==> config.mk <==
export PLATFORM = sky130hd
export DESIGN_NAME = decoder3to8_hold
export DESIGN_NICKNAME = d
export VERILOG_FILES = /design/src/rtl/decoder3to8_hold.sv
export SDC_FILE = /design/constraint.sdc
export NUM_CORES = 1
export LEC_CHECK = 0
export CAP_MARGIN = 20
export CORE_MARGIN = 2
export CORE_UTILIZATION = 40
export CTS_BUF_LIST = sky130_fd_sc_hd__clkbuf_2 sky130_fd_sc_hd__clkbuf_4 sky130_fd_sc_hd__clkbuf_8
export CTS_CLUSTER_SIZE = 12
export DETAILED_ROUTE_END_ITERATION = 10
export PLACE_DENSITY = 0.74
export SLEW_MARGIN = 5
export SYNTH_ARGS = -nofsm -noshare
export SYNTH_HDL_FRONTEND = slang
export SYNTH_SLANG_ARGS = --single-unit
==> constraint.sdc <==
create_clock -name clk -period 1.88 [get_ports clk]
set_input_delay 0.564 -clock clk [delete_from_list [all_inputs] [get_ports clk]]
set_output_delay 0.564 -clock clk [all_outputs]
set_load 0.01 [all_outputs]
==> src/rtl/decoder3to8_hold.sv <==
// decoder3to8_hold: accepts a 3-bit code and drives its one-hot decode for HOLD cycles.
// Latency: out8/out_valid update on the accepting edge and are visible the following cycle.
// Backpressure: in_ready is low for the whole hold window, so codes offered then are dropped.
//
// Ports:
//   clk       - single clock, rising edge
//   rst       - asynchronous, active-high reset
//   in3       - binary code to decode
//   in_valid  - in3 carries a code this cycle
//   in_ready  - block will accept a code this cycle (high exactly when idle)
//   out8      - registered one-hot decode, all-zero when out_valid is low
//   out_valid - out8 holds a valid one-hot word
//   code_cnt  - 8-bit wrapping count of accepted codes
module decoder3to8_hold #(
  parameter int unsigned HOLD = 4
) (
  input  logic       clk,
  input  logic       rst,
  input  logic [2:0] in3,
  input  logic       in_valid,
  output logic       in_ready,
  output logic [7:0] out8,
  output logic       out_valid,
  output logic [7:0] code_cnt
);

  typedef enum logic {
    S_IDLE = 1'b0,
    S_HOLD = 1'b1
  } state_t;

  // The counter is loaded with HOLD-1 so the word is driven while it counts
  // HOLD-1 .. 0, and the edge that finds it at zero clears the outputs.
  localparam logic [7:0] HOLD_LOAD = 8'(HOLD - 1);

  state_t     state_q;
  logic [7:0] hold_cnt_q;
  logic [7:0] out8_q;
  logic       out_valid_q;
  logic [7:0] code_cnt_q;

  logic       accept;
  logic [7:0] decode_d;
  logic [7:0] code_cnt_d;
  logic [7:0] hold_cnt_d;

  // Reset forces S_IDLE asynchronously, so in_ready reads 1 throughout reset.
  assign in_ready = (state_q == S_IDLE);
  assign accept   = in_ready && in_valid;

  assign decode_d   = 8'd1 << in3;
  assign code_cnt_d = code_cnt_q + 8'd1;  // wraps FF -> 00 by width
  assign hold_cnt_d = hold_cnt_q - 8'd1;

  always_ff @(posedge clk or posedge rst) begin
    if (rst) begin
      state_q     <= S_IDLE;
      hold_cnt_q  <= 8'd0;
      out8_q      <= 8'h00;
      out_valid_q <= 1'b0;
      code_cnt_q  <= 8'h00;
    end else begin
      case (state_q)
        S_IDLE: begin
          if (accept) begin
            out8_q      <= decode_d;
            out_valid_q <= 1'b1;
            hold_cnt_q  <= HOLD_LOAD;
            code_cnt_q  <= code_cnt_d;
            state_q     <= S_HOLD;
          end
        end
        S_HOLD: begin
          // Inputs are ignored here, including on the final hold cycle,
          // which enforces a minimum accept spacing of HOLD+1 cycles.
          if (hold_cnt_q != 8'd0) begin
            hold_cnt_q <= hold_cnt_d;
          end else begin
            out8_q      <= 8'h00;
            out_valid_q <= 1'b0;
            state_q     <= S_IDLE;
          end
        end
        default: begin
          state_q     <= S_IDLE;
          out8_q      <= 8'h00;
          out_valid_q <= 1'b0;
          hold_cnt_q  <= 8'd0;
        end
      endcase
    end
  end

  assign out8      = out8_q;
  assign out_valid = out_valid_q;
  assign code_cnt  = code_cnt_q;

endmodule

* Word-level counts from Yosys, hierarchy flattened *
Cells that the tools add are included.

storage, ports and cells
  bits in registers = 26
  logic and storage cells = 29

operators by class
  add/sub/neg operators = 2
  equal/unequal tests = 3
  shift-type cells = 1
  multiplexer cells = 12
  bitwise operators = 1
  reductions and logical operators = 5

operator list
  kind                                                                      count
  8-bit two-way mux                                                         4
  8-bit one-hot mux with 2 select lines                                     2
  8-bit by 1-bit adder with 8-bit output (second input constant)            1
  8-bit nonzero test                                                        1
  1-bit by 3-bit << shifter with 8-bit output (first input constant)        1
  8-bit by 1-bit subtractor with 8-bit output (second input constant)       1
  2-bit AND reduction                                                       3
  1-bit two-way mux                                                         4
  2-bit by 1-bit inequality test with 1-bit output (second input constant)  2
  1-bit one-hot mux with 2 select lines                                     2
  2-bit inequality test (second input constant)                             1
  1-bit logical AND                                                         1
  1-bit inverter                                                            1

* Longest topological paths before layout *
Gate-level depths: netlist of run 1.

  depth in word-level cells = 4
  mapped depth = 6
  depth with buffers taken out = 5

* Worst setup path before layout of run 1 *
No wires, ideal clock.

  path kind = register to register
  start = register hold_cnt_q[0]
  end = register hold_cnt_q[0]
  arrival time = 1.682 ns
  path slack = 0.072 ns
  stages on the path, launching flop included = 7
  buffers on the path = 1
  period minus slack after synthesis = 1.808 ns
  cells stage by stage = dfrtp_1 -> inv_1 -> ha_1 -> or4b_1 -> buf_2 -> or4_1 -> o311a_1

between the ends
  longest elaborated chain between the ends = 3

ends and longest elaborated chain
  item                                                                                   line    text
  start, declared                                                                        37      logic [7:0] hold_cnt_q;
  start signal, assigned                                                                 77      hold_cnt_q <= hold_cnt_d;
  8-bit by 1-bit subtractor with 8-bit output or 8-bit nonzero test (tied branches)      53, 76
  8-bit two-way mux or 2-bit by 1-bit inequality test with 1-bit output (tied branches)  --
  8-bit one-hot mux with 2 select lines or 2-bit AND reduction (tied branches)           --

Several ways; a longest one is shown, not always the timed one. The select of a mux whose other input is x is not followed.
A chain may end at the register's enable or synchronous reset.

* Final worst setup path of run 1 *
  start = register code_cnt_q[1] (netlist: code_cnt[1])
  end = output port code_cnt[1]

RTL lines
  item                    line  text
  start, declared         40    logic [7:0] code_cnt_q;
  start signal, assigned  69    code_cnt_q <= code_cnt_d;
  end, declared           24    output logic [7:0] code_cnt

No word-level cell between the ends.

==> flow_summary.json, run 1 <==
{
  "max_freq_mhz": 547,
  "p_int_mw": 1.47,
  "maxSlewViolCount": 0,
  "arrival_ns": 1.26,
  "reg2reg_to": "hold_cnt_q[0]$_DFFE_PP0P_",
  "critPathBufInv": 1,
  "tns_ns": 0,
  "power_leakage_nw": 0.808,
  "numCtsBuffers": 3,
  "p_clk_frac": 0.178,
  "synth_area_per_cell_um2": 10.6,
  "final-setup-viol-count": 0,
  "switching_share": 0.331,
  "drc_errors": 2,
  "crit-reg2reg-launch": "hold_cnt_q[1]$_DFFE_PP0P_",
  "ys_warn_count": 0,
  "fin_cells": 183,
  "grt_antenna_before_repair": 0,
  "netlist.area_leader.share": 0.542,
  "netlist_area_um2": 1200,
  "ir_worst_vdd_v": 0.000893,
  "vias_per_cell": 5.51,
  "grt-ovfl-total": 0,
  "grt.total_usage": 0.162,
  "max_stage_delay_ns": 0.54,
  "io_pins": 24,
  "final_hold_viol_count": 0,
  "clk_pin_slew_ns": 0.15,
  "yosysUniqueCellTypes": 32,
  "dr_total_vias": 1008,
  "holdPathStages": 1,
  "final_common_cell": "dfrtp_1",
  "path_delay_family": "buffers and inverters",
  "regArea_um2": 651,
  "htree_levels": 1,
  "design_power_total_mw": 2.20,
  "clkLatencyLatePin_ns": 0.33,
  "ys_top_cells_by_area": "dfrtp_1 54%, a22o_1 5.8%, xnor2_1 5.1%, nand2_1 4.7%, mux2i_1 2.5%",
  "core_area_um2": 2810,
  "comb_power_share": 0.405,
  "cts.sinks": 26,
  "netlist_instances": 113,
  "num_rows": 19,
  "hp-class": "register to register",
  "gp_congestion": 0.795,
  "yosysSeqAreaShare": 0.542,
  "n_antenna_cell": 0,
  "multi_input_area_um2": 510,
  "crit_path_top_delay_cell": "clkdlybuf4s50_1",
  "cts_tree": "yes",
  "period_share": 0.973,
  "rr_worst_depth": 5,
  "wl_per_cell_um": 14.7,
  "portBuffers": 23,
  "violations": "DRC",
  "area_growth_syn_to_layout_pct": 36.6,
  "fin_ws_ns": 0.0514,
  "grt_pass1_vias": 979,
  "drive_above_1_share": 0.151,
  "post-route-min-period_ns": 1.83,
  "max_cap_viol_count": 0,
  "skew_ns": 0.00500,
  "place_ws_ns": 0.0191,
  "dr.pass1.iters": 7,
  "worst_setup_path_end_kind": "output pin",
  "wl_um": 2690,
  "status": "complete, but fails checks",
  "fillers": 252,
  "start_util": 0.428,
  "rrSetupSlack_ns": 0.06,
  "power_frac_seq": 0.417,
  "worst_pin_slew_ns": 0.400,
  "crit_type": "register to output pin",
  "crit_required_ns": 1.32,
  "layout.nets": 161,
  "grt_max_degree": 27,
  "drtIter0Drc": 28,
  "synthesis.nets": 121,
  "die_area_um2": 3450,
  "hold_path_end": "code_cnt[7]$_DFFE_PP0P_",
  "synth-seq-cells": 26,
  "startpoint_type": "register",
  "dpl.hpwl_um": 1930,
  "fp.dieH_um": 58.8,
  "cts-root-buf": "clkbuf_4",
  "yosysTopAreaCell": "dfrtp_1",
  "dp.cells": 172,
  "worst-path-stages": 1,
  "min_from": "code_cnt[7]$_DFFE_PP0P_",
  "crit_chain": "clkdlybuf4s50_1",
  "mostFrequentLayoutCells": "26 x dfrtp_1, 19 x clkdlybuf4s50_1, 17 x buf_4",
  "die_x_um": 58.8,
  "holdWs_ns": 0.479,
  "p_switching_mw": 0.728,
  "cp_max_fo": 2,
  "rsz0062_at_grt": "no",
  "antenna_left": 0,
  "power_density_nw_per_um2": 1340,
  "grt_pass1_wl_um": 4270,
  "cts_max_path_buffers": 2,
  "relSlewSlack": 0.733
}
synthesized netlist by cell type:
master,number
and4b_1,1
clkbuf_1,4
o21a_1,1
a21o_1,1
inv_1,6
nand2_1,15
o22ai_1,1
o311ai_0,1
dfrtp_1,26
nor3_1,3
nor2_1,6
nand4_1,3
a22o_1,8
a31oi_1,2
nor2b_1,2
buf_2,1
mux2i_1,3
or4_1,1
nand3_1,2
ha_1,2
o311a_1,1
xnor2_1,7
and4bb_2,1
nand2b_1,1
or3_1,1
nor3b_1,2
o21ai_0,2
o31ai_1,1
o211ai_1,4
a21oi_1,1
and3_1,2
or4b_1,1
stage by stage:
step                      area (um^2)   util
after floorplan                  1200      -
after global routing             1640  0.584
after CTS                        1620  0.578
final                            1640  0.584
after global placement           1520  0.543
after detailed placement         1520  0.543
power groups by stage:
stage | sequential (mW) | combinational [mW] | clock (mW)
floorplan | 0.954 | 0.418 | 0
global placement | 0.929 | 0.815 | 0
detailed placement | 0.942 | 0.839 | 0
CTS | 0.913 | 0.899 | 0.396
global route | 0.940 | 0.979 | 0.417
finish | 0.915 | 0.890 | 0.391
how the worst max path moves through the flow:
stage / start / to
floorplan: hold_cnt_q[0]$_DFFE_PP0P_ / hold_cnt_q[0]$_DFFE_PP0P_
global placement: in_valid / out8[4]$_DFFE_PP0P_
detailed placement: in_valid / hold_cnt_q[6]$_DFFE_PP0P_
CTS: code_cnt[4]$_DFFE_PP0P_ / code_cnt[4]
global route: hold_cnt_q[1]$_DFFE_PP0P_ / hold_cnt_q[3]$_DFFE_PP0P_
finish: code_cnt[1]$_DFFE_PP0P_ / code_cnt[1]
metal layers:
layer  track usage  routed length (um)  vias up
met4        0.0390                   0        0
met5             0                   0        -
met3        0.0418                 104        0
met1         0.199                1180      503
met2         0.284                1410       22
li1              -                   -      483
logic make-up after synthesis:
kind of cell,count (synthesis),share of synthesized area
AND/OR/NAND/NOR,41,0.179
flip-flops,26,0.542
AO/OA/AOI/OAI,23,0.146
buffers and inverters,11,0.0354
XOR/XNOR,7,0.0511
multiplexers,3,0.0250
adder cells (fa/ha/maj),2,0.0209
area by class of cell:
type | count | share of cell area
Multi-Input combinational cell | 76 | 0.311
Timing Repair Buffer | 40 | 0.222
Sequential cell | 26 | 0.397
Inverter | 6 | 0.0137
Tap cell | 31 | 0.0237
Clock buffer | 3 | 0.0137
Clock inverter | 1 | 0.0183
worst reg2reg max path, delay by kind of cell (launching register included):
kind,cells,cell delay [ns]
flops,1,0.43
compound gates,1,0.12
simple gates,2,0.92
buf+inv,1,0.08
fa+ha+maj,1,0.18
state kept, by name (all words and copies together) (netlist names):
signal	flops
code_cnt	8
hold_cnt_q	8
out8	8
out_valid	1
state_q	1
repair_timing:
item,4_1_cts,5_1_grt
buffers inserted,6,1
setup endpoints to repair,7,6
resized for setup,1,4
hold buffers,0,0
Power figures use the tool's default switching activity.
==> run 2: changes to the inputs <==
--- a/config.mk
+++ b/config.mk
@@ -5,7 +5,7 @@
 export SDC_FILE = /design/constraint.sdc
 export NUM_CORES = 1
 export LEC_CHECK = 0
-export CAP_MARGIN = 20
+export CAP_MARGIN = 15
 export CORE_MARGIN = 2
 export CORE_UTILIZATION = 40
 export CTS_BUF_LIST = sky130_fd_sc_hd__clkbuf_2 sky130_fd_sc_hd__clkbuf_4 sky130_fd_sc_hd__clkbuf_8
==> results of run 2 <==
Final layout, timing and power as in run 1 (identical DEF).
==> variant: new RTL, flow settings as in run 2 <==
Reset style: synchronous (`rst`), changed in one clocked block. Comments in the files are not updated.
--- a/src/rtl/decoder3to8_hold.sv
+++ b/src/rtl/decoder3to8_hold.sv
@@ -54,3 +54,3 @@
 
-  always_ff @(posedge clk or posedge rst) begin
+  always_ff @(posedge clk) begin
     if (rst) begin
Function: differs if rst is asserted again (counterexample within 4 cycles, from zero or initial values and one cycle with rst high); with rst held inactive, the same outputs for 10 cycles.
==> variant against run 2 <==
Core utilization fell by 0.94 points. Highest routed layer is now met4. Area after synthesis fell by 1.7%. Design area fell by 2.4%. Sequential cell count did not move. Critical path depth did not move. Synthesized cell count rose by 8.0%. Non-clock buffer count fell by 5. Sequential share of layout area fell by 6.8 points. Wire length fell by 2.9%. Largest cell class is now multi-input gates. Critical path type unchanged. Critical endpoint is now code_cnt[7]. Worst setup slack got worse by 0.0042 ns.
Power is not compared: it rests on default switching activity, and its combinational part moved more than twofold at a synthesized area within 25%.
==> variant: results (changes against run 2) <==
clock_network:
  postCtsResizedCells: 3  # was 1
  cts.reportedPaths.clkPinSlew_ns: 0.15  # about the same
  cts.root.buffer_cell: "clkbuf_4"  # unchanged
  cts_buffer_depth: 2  # unchanged
  post_cts_buffers: 0  # was 6
synth:
  synth.yosys.seq_area_share_pct: 44.1  # was 54.2%
  synthArstFlopShare_pct: 0  # was 100%
  synthMuxAreaShare_pct: 1.80  # was 2.50%
  synth.area.top_cells: "dfxtp_1 (44%), a32o_1 (4.2%), a21oi_1 (3.4%)"  # was dfrtp_1 (54%), a22o_1 (5.8%), xnor2_1 (5.1%)
  synth_common_cells: "dfxtp_1 (26), a21oi_1 (8), nand2_1 (7), nor2_1 (7), nand3_1 (6)"  # was dfrtp_1 (26), nand2_1 (15), a22o_1 (8)
  synth_fa_ha_area_share_pct: 2.12  # was 2.09%
  ys_types: 43  # was 32
  avgSynthCellArea_sq_um: 9.67  # was 10.6 sq um
  synth_xor_xnor_area_share_pct: 1.48  # was 5.11%
  syn_nets: 130  # was 121
  synth_compound_area_share_pct: 23.5  # was 14.6%
worst_hold_path:
  holdPathStages: 2  # was 1
  min-delay-start: "out_valid"  # was code_cnt[7]
  holdPathEnd: "out_valid"  # was code_cnt[7]
worst_setup_path:
  cp_max_fo: 3  # was 2
  reg2reg_slack_ns: 0.12  # was 0.06 ns
  rr_startpoint: "hold_cnt_q[1]"  # unchanged
  r2r-end: "hold_cnt_q[6]"  # was hold_cnt_q[0]
  endpoint: "code_cnt[7]"  # was code_cnt[1]
timing:
  fin_skew_ns: 0.00524  # was 0.00500 ns
  worst_pin_slew_ns: 0.584  # was 0.400 ns
  hold_ws_ns: 0.475  # was 0.479 ns
  fin_crit_ns: 1.83  # about the same
global_route:
  first_global_vias: 1003  # was 979
  grtUsageTotal_pct: 16.5  # was 16.2%
  grt_max_degree: 16  # was 27
  grt_first_pass_wirelength_um: 4370  # was 4270 um
finish:
  nNetsFinal: 167  # was 161
  fin_cells: 189  # was 183
  drive_above_1_share_pct: 18.4  # was 15.1%
run_status:
  status: "finished, final reports clean"  # was complete, but fails checks
placed_design:
  finalWeightedCongestion: 0.817  # was 0.795
  dp_hpwl_um: 1970  # was 1930 um
  placed_cell_area_sq_um: 1530  # was 1520 sq um
detailed_routing:
  drt_iter0_drc: 33  # was 28
  wl_um: 2610  # was 2690 um
  dr.pass1.iters: 4  # was 7
## variant: cell types whose count changed after synthesis, sizes merged, moves of 5 or more
| cell | delta |
|---|---|
| nand2 | -8 |
| dfrtp | -26 |
| a21oi | +7 |
| xnor2 | -6 |
| dfxtp | +26 |
| a32o | +5 |
## variant: power groups by stage
stage,Combinational (uW),Clock [uW],Sequential [uW]
after CTS,344,404,624
after global placement,340,0,633
after detailed placement,345,0,636
after floorplan,221,0,638
after global routing,400,419,632
final,367,391,626
## variant: area by class of cell
type	count	area, sq um
well taps	31	38.8
repair buffers	35	319
multi-input cells	88	644
clock inverters	1	30.0
inverters	5	18.8
fillers	233	1180
flip-flops and latches	26	526
clock buffers	3	22.5
## variant: metal layers
metal | vias to the layer above | part of all wire (%) | global-route usage [%]
met4 | 0 | 2.4 | 9.97
met3 | 8 | 4.1 | 2.42
met2 | 33 | 49 | 28.1
li1 | 540 | - | -
met1 | 507 | 45 | 19.6
met5 | - | 0 | 0
